<file path="src/rtl/pipe_stage_reg_if.sv">
// Handshake bundle between two pipeline stages: upstream (in_*) and downstream (out_*) sides.
// master is the surrounding pipeline's view; slave is the stage register itself.
interface pipe_stage_reg_if #(
    parameter int PC_W   = 13,
    parameter int DATA_W = 69,
    parameter int CTRL_W = 6
);
    logic              in_valid;
    logic              in_ready;
    logic [PC_W-1:0]   in_pc;
    logic [DATA_W-1:0] in_data;
    logic [CTRL_W-1:0] in_ctrl;

    logic              out_valid;
    logic              out_ready;
    logic [PC_W-1:0]   out_pc;
    logic [DATA_W-1:0] out_data;
    logic [CTRL_W-1:0] out_ctrl;

    modport master (
        output in_valid, in_pc, in_data, in_ctrl, out_ready,
        input  in_ready, out_valid, out_pc, out_data, out_ctrl
    );

    modport slave (
        input  in_valid, in_pc, in_data, in_ctrl, out_ready,
        output in_ready, out_valid, out_pc, out_data, out_ctrl
    );
endinterface

</file>
<file path="src/rtl/pipe_stage_reg.sv">
// Pipeline-stage register with valid/ready handshake, stall, flush-to-bubble and an optional
// 2-entry skid buffer (SKID=1) whose in_ready depends only on held state, not on out_ready.
module pipe_stage_reg #(
    parameter int PC_W   = 13,
    parameter int DATA_W = 69,
    parameter int CTRL_W = 6,
    parameter int SKID   = 0
) (
    input  logic             clk,
    input  logic             rst,
    input  logic             stall,
    input  logic             flush,
    pipe_stage_reg_if.slave  bus,
    output logic [1:0]       count,
    output logic [15:0]      bubble_cnt
);

    typedef struct packed {
        logic [PC_W-1:0]   pc;
        logic [DATA_W-1:0] data;
        logic [CTRL_W-1:0] ctrl;
    } entry_t;

    entry_t head_reg;
    entry_t skid_reg;
    entry_t in_entry;
    logic   head_valid_reg;
    logic   skid_valid_reg;
    logic   [15:0] bubble_reg;

    logic   room;
    logic   push;
    logic   pop;

    assign in_entry = {bus.in_pc, bus.in_data, bus.in_ctrl};

    // Stall gates the release internally so a held entry is never consumed while frozen.
    assign pop = head_valid_reg & bus.out_ready & ~stall;

    generate
        if (SKID == 0) begin : g_single
            assign room = ~head_valid_reg | bus.out_ready;
        end else begin : g_skid
            assign room = ~skid_valid_reg;
        end
    endgenerate

    assign bus.in_ready = ~rst & ~stall & ~flush & room;
    assign push         = bus.in_valid & bus.in_ready;

    always_ff @(posedge clk or posedge rst) begin
        if (rst) begin
            head_reg       <= '0;
            skid_reg       <= '0;
            head_valid_reg <= 1'b0;
            skid_valid_reg <= 1'b0;
        end else if (flush) begin
            head_valid_reg <= 1'b0;
            skid_valid_reg <= 1'b0;
            head_reg.ctrl  <= '0;
            skid_reg.ctrl  <= '0;
        end else if (skid_valid_reg) begin
            // Full: nothing can be accepted, a release promotes the skid entry.
            if (pop) begin
                head_reg       <= skid_reg;
                skid_valid_reg <= 1'b0;
            end
        end else if (head_valid_reg) begin
            if (pop && push) begin
                head_reg <= in_entry;
            end else if (pop) begin
                head_valid_reg <= 1'b0;
            end else if (push && (SKID != 0)) begin
                skid_reg       <= in_entry;
                skid_valid_reg <= 1'b1;
            end
        end else if (push) begin
            head_reg       <= in_entry;
            head_valid_reg <= 1'b1;
        end
    end

    always_ff @(posedge clk or posedge rst) begin
        if (rst) begin
            bubble_reg <= '0;
        end else if (!head_valid_reg && (bubble_reg != 16'hFFFF)) begin
            bubble_reg <= bubble_reg + 16'd1;
        end
    end

    assign bus.out_valid = head_valid_reg;
    assign bus.out_pc    = head_reg.pc;
    assign bus.out_data  = head_reg.data;
    assign bus.out_ctrl  = head_valid_reg ? head_reg.ctrl : '0;
    assign count         = {skid_valid_reg, head_valid_reg & ~skid_valid_reg};
    assign bubble_cnt    = bubble_reg;

endmodule

</file>
<file path="src/flat_wrapper.sv">
// flat-port wrapper written by rule: the top's interface ports become plain ports
module pipe_stage_reg_flat 
#(
    parameter int PC_W   = 13,
    parameter int DATA_W = 69,
    parameter int CTRL_W = 6,
    parameter int SKID   = 0
)
  (clk, rst, stall, flush, count, bubble_cnt, bus_in_valid, bus_in_pc, bus_in_data, bus_in_ctrl, bus_out_ready, bus_in_ready, bus_out_valid, bus_out_pc, bus_out_data, bus_out_ctrl);
  pipe_stage_reg_if #(.PC_W(PC_W), .DATA_W(DATA_W), .CTRL_W(CTRL_W)) bus_i ();
  input  logic clk;
  input  logic rst;
  input  logic stall;
  input  logic flush;
  output logic [1:0] count;
  output logic [15:0] bubble_cnt;
  input wire logic [$bits(bus_i.in_valid)-1:0] bus_in_valid;
  input wire logic [$bits(bus_i.in_pc)-1:0] bus_in_pc;
  input wire logic [$bits(bus_i.in_data)-1:0] bus_in_data;
  input wire logic [$bits(bus_i.in_ctrl)-1:0] bus_in_ctrl;
  input wire logic [$bits(bus_i.out_ready)-1:0] bus_out_ready;
  output wire logic [$bits(bus_i.in_ready)-1:0] bus_in_ready;
  output wire logic [$bits(bus_i.out_valid)-1:0] bus_out_valid;
  output wire logic [$bits(bus_i.out_pc)-1:0] bus_out_pc;
  output wire logic [$bits(bus_i.out_data)-1:0] bus_out_data;
  output wire logic [$bits(bus_i.out_ctrl)-1:0] bus_out_ctrl;
  assign bus_i.in_valid = bus_in_valid;
  assign bus_i.in_pc = bus_in_pc;
  assign bus_i.in_data = bus_in_data;
  assign bus_i.in_ctrl = bus_in_ctrl;
  assign bus_i.out_ready = bus_out_ready;
  assign bus_in_ready = bus_i.in_ready;
  assign bus_out_valid = bus_i.out_valid;
  assign bus_out_pc = bus_i.out_pc;
  assign bus_out_data = bus_i.out_data;
  assign bus_out_ctrl = bus_i.out_ctrl;
  pipe_stage_reg #(.PC_W(PC_W), .DATA_W(DATA_W), .CTRL_W(CTRL_W), .SKID(SKID)) u_core (.clk(clk), .rst(rst), .stall(stall), .flush(flush), .bus(bus_i), .count(count), .bubble_cnt(bubble_cnt));
endmodule
</file>
<file path="config.mk">
export PLATFORM = sky130hd
export DESIGN_NAME = pipe_stage_reg_flat
export DESIGN_NICKNAME = d
export VERILOG_FILES = /design/src/rtl/pipe_stage_reg_if.sv /design/src/rtl/pipe_stage_reg.sv /design/src/flat_wrapper.sv
export SDC_FILE = /design/constraint.sdc
export NUM_CORES = 1
export LEC_CHECK = 0
export BUFFER_PORTS_ARGS = -buffer_cell sky130_fd_sc_hd__buf_4
export CORE_MARGIN = 2
export CORE_UTILIZATION = 44
export CTS_BUF_LIST = sky130_fd_sc_hd__clkbuf_16
export CTS_CLUSTER_DIAMETER = 100
export DETAILED_ROUTE_END_ITERATION = 16
export HOLD_SLACK_MARGIN = 0.06
export PLACE_DENSITY = 0.82
export SETUP_SLACK_MARGIN = 0.3
export SYNTH_ARGS = -nofsm -noshare
export SYNTH_HDL_FRONTEND = slang
export SYNTH_SLANG_ARGS = --single-unit
</file>
<file path="constraint.sdc">
create_clock -name clk -period 3.7 [get_ports clk]
set_input_delay 1.11 -clock clk [delete_from_list [all_inputs] [get_ports clk]]
set_output_delay 1.11 -clock clk [all_outputs]
set_load 0.01 [all_outputs]
</file>
==> results <==
- The flow ran to the end, and the final reports show no timing, DRC or antenna violations.
- Yosys mapped a number of flops with a built-in enable equal to 0.
- The count of nets left with antenna violations once routing finished came out at 0.
- The highest ir drop seen on vdd is 0.000249 V.
- The number of placed instances, taps included, is 656.
- After legalization and detailed placement, the total HPWL measured 7760 µm.
- The upper clock frequency limit is 339 MHz.
- Relative to the synthesized area, the layout overhead comes to 25.8%.
- In this run, synthesis produced a sequential element count of 106.
- The register clock-pin slew on the reported worst setup and hold paths is 80 ps.
- The clock root buffer is sky130_fd_sc_hd__clkbuf_16.
- The global-route total usage across every layer is 18.3%.
- The biggest area contributor in the post-synthesis netlist is sky130_fd_sc_hd__dfrtp_1.
- The worst path uses 79.6% of the clock period.
- The first-pass GRT wire length is 18500 µm.
- The finished cells cover 6320 µm².
- By instance count, the leading cell after synthesis is sky130_fd_sc_hd__dfrtp_1.
- The worst-case headroom to the max-slew limit is 35.2%.
- The path class of the tightest hold or removal check is flop to flop.
- The number of antenna diodes is 0.
- The number of warnings reported in the yosys synthesis log is 82.
- The routability-driven placement congestion ratio is 0.790.
- Dividing the detail-routed via count by the number of cells gives 5.37.
- TritonCTS built the clock tree.
- The via count is 3608.
- 202 I/O pins were placed.
- The clock network latency to the later pin of the worst-skew pair is 340 ps.
- The number of cell rows is 39.
- Cells fill 56.1% of the core in the end.
- The chip width is 111 µm.
- The nature of the critical path endpoint is a primary output.
- The worst hold slack is 495 ps.
- Across the routed clock network, the largest skew measured is 9.38 ps.
- The async set-or-reset flop fraction in the synthesized netlist is 100%.
- The number of flip-flops under the largest register name is 69.
- The sum of internal, switching and leakage power is 3.27 mW.
- The number of buffers inserted by post-CTS setup repair is 0.
- STA puts the critical path data arrival time at 1840 ps.
- Summing the sequential cell areas from Yosys gives 52.8% of the chip area.
- The count of buffers inserted at the top-level ports is 201.
- The post-route minimum period is 2950 ps.
- The count of final max-slew check failures is 0.
- In this run the deepest clock path goes through 2 buffers.
- The combinational power share is 23.8%.
- The synthesized area divided by synthesized cell count is 12.0 µm².
- The routed wire length on met2 is 5690 µm.
- After layout, the worst setup slack is 753 ps.
- At the pin with the least slew margin, the transition time is 972 ps.
- For this run, design rule violations remaining after detail routing come to 0.
- Setup repair after global routing left no endpoint under its margin.
- The routed metal-1 wirelength is 4880 µm.
- The number of library cell types mapped by synthesis is 39.
- The number of instances in the synthesized netlist is 417.
- The number of DRC markers in iteration 0 is 263.
- Along the worst path, the maximum fanout reaches 3.
- Setup total negative slack on the finished layout was measured at 0 ps.
- The top layer reached by signal wires is met4.
- The clock tree synthesis step divided the H-tree into 3 levels.
- The area share of the largest cell type after synthesis is 52.8%.
- The number of max-cap violations is 0.
- The met3 wirelength from detailed routing is 691 µm.
- Setup violations remaining at the end of the flow were counted as 0.
- In this run the power spent charging and discharging nets is 0.936 mW.
- Data on the critical path is required at its endpoint by 2590 ps.
- The die covers 12300 µm².
- The largest net degree at the start of global routing is 107.
- The number of antenna violations at the first check in global routing is 0.
- The total area inside the core boundary comes to 11300 µm².
- The number of inserted filler cells in the final layout is 928.
- The count of endpoints failing hold in the final timing report was 0.
- The post-placement cell area is 6010 µm².
- The number of global-route vias before repair was 3588.
- The total global routing overflow is 0.
- The post-synthesis cell area is 5020 µm².
- The count of clock tree sinks is 106.
- The commonest cells after synthesis are sky130_fd_sc_hd__dfrtp_1, sky130_fd_sc_hd__buf_4, sky130_fd_sc_hd__a22o_1, sky130_fd_sc_hd__a221o_1, sky130_fd_sc_hd__nor3b_1.
- From bottom edge to top edge, the die measures 111 µm.
- The worst setup slack before clock tree synthesis is 761 ps.
- The standby leakage power is 2.85 nW.
- The dominant register cell in the synthesized netlist is sky130_fd_sc_hd__dfrtp_1.
- The routed wire length per instance is 17.1 µm.
- The total of cells resized after clock tree synthesis is 0.
- Cell internal power was estimated by the tool at 2.34 mW.
- The power per cell area is 518 nW/µm².
- The layout net count is 619.
- The pre-antenna-repair detailed-routing pass consisted of 4 iterations.
- The finished layout holds 672 standard cells, fillers aside.
- In this run switching power makes up 28.6% of total power.
- The post-route netlist has 43.3% of its cells at a drive strength greater than 1.
- The startpoint type of the worst setup path is an input pin.
- The part of the total power dissipated in sequential elements is 45.7%.
- The TritonCTS buffer count is 9.
- Counting every net in the synthesized netlist gives 512.
- Summed over all layers, the routed wires come to 11500 µm.
- The proportion of power drawn by the clock network is 30.5%.
- The initial utilization of the core area, before any placement, comes to 44.5%.
- The path type of the worst setup path is input pin to primary output.
- The total of hold buffers inserted after clock tree synthesis is 0.
- Ranked by total cell area, the synthesized netlist is headed by sky130_fd_sc_hd__dfrtp_1, sky130_fd_sc_hd__buf_4, sky130_fd_sc_hd__a22o_1.
## critical path, cell delays in order
cell                     delay, ps
sky130_fd_sc_hd__buf_4         120
sky130_fd_sc_hd__or2_1         290
sky130_fd_sc_hd__nor3_1        170
sky130_fd_sc_hd__buf_4         150
## final cells by class
class | instances | area [µm²] | share of cell area [%]
Clock buffer | 9 | 225 | 3.56
Inverter | 5 | 22.5 | 0.356
Tap cell | 143 | 179 | 2.83
Timing Repair Buffer | 206 | 1560 | 24.7
Clock inverter | 7 | 83.8 | 1.33
Multi-Input combinational cell | 196 | 1600 | 25.3
Sequential cell | 106 | 2650 | 42.0
## power groups by stage
| stage | Sequential (mW) | Combinational [mW] | Clock [mW] |
|---|---|---|---|
| detailed placement | 1.51 | 0.787 | 0 |
| finish | 1.49 | 0.778 | 0.998 |
| CTS | 1.49 | 0.791 | 1.03 |
| global placement | 1.50 | 0.769 | 0 |
| floorplan | 1.49 | 0.544 | 0 |
| global route | 1.52 | 0.838 | 1.07 |
## layout by cell type (no fill, tap or decap), types with 2 or more instances in the layout
| cell | instances |
|---|---|
| sky130_fd_sc_hd__buf_4 | 205 |
| sky130_fd_sc_hd__dfrtp_1 | 106 |
| sky130_fd_sc_hd__a22o_1 | 54 |
| sky130_fd_sc_hd__nor3b_1 | 34 |
| sky130_fd_sc_hd__a221o_1 | 34 |
| sky130_fd_sc_hd__clkbuf_16 | 9 |
| sky130_fd_sc_hd__xnor2_1 | 8 |
| sky130_fd_sc_hd__and2_1 | 8 |
| sky130_fd_sc_hd__nand4_1 | 7 |
| sky130_fd_sc_hd__nand2_1 | 6 |
| sky130_fd_sc_hd__nor2_1 | 5 |
| sky130_fd_sc_hd__xor2_1 | 5 |
| sky130_fd_sc_hd__nor3_1 | 4 |
| sky130_fd_sc_hd__inv_1 | 3 |
| sky130_fd_sc_hd__nand3_1 | 3 |
| sky130_fd_sc_hd__or2_1 | 2 |
| sky130_fd_sc_hd__a21oi_1 | 2 |
| sky130_fd_sc_hd__nand4b_1 | 2 |
| sky130_fd_sc_hd__nor2b_1 | 2 |
| sky130_fd_sc_hd__a31oi_1 | 2 |
| sky130_fd_sc_hd__inv_6 | 2 |
| sky130_fd_sc_hd__inv_8 | 2 |
## cells by family after synthesis
group,count (synthesis),share of synthesized area [%]
buf+inv,115,15.5
flops,106,52.8
compound gates,97,17.5
simple gates,84,11.4
xor+xnor,13,2.27
mux,1,0.224
fa+ha+maj,1,0.249
## routing by layer
layer	GRT usage [%]	vias to the layer above
met5	0	-
met4	6.92	0
met3	3.55	17
met2	30.0	143
met1	24.3	1778
li1	-	1670
## worst paths after layout
path | slack [ps] | endpoint | from | cells past startpoint
max in group asynchronous | 2360 | u_core.bus.out_data[24] | rst | 3
min in group asynchronous | 940 | u_core.head_reg[4] | rst | 3
min reg2reg | 500 | u_core.head_reg[0] | u_core.head_reg[0] | 1
max reg2reg | 1430 | u_core.bus.out_pc[8] | u_core.skid_valid_reg | 4
max | 750 | bus_in_ready | rst | 4
min | 500 | u_core.head_reg[0] | u_core.head_reg[0] | 1
No activity file was read; power rests on OpenSTA's default activity.
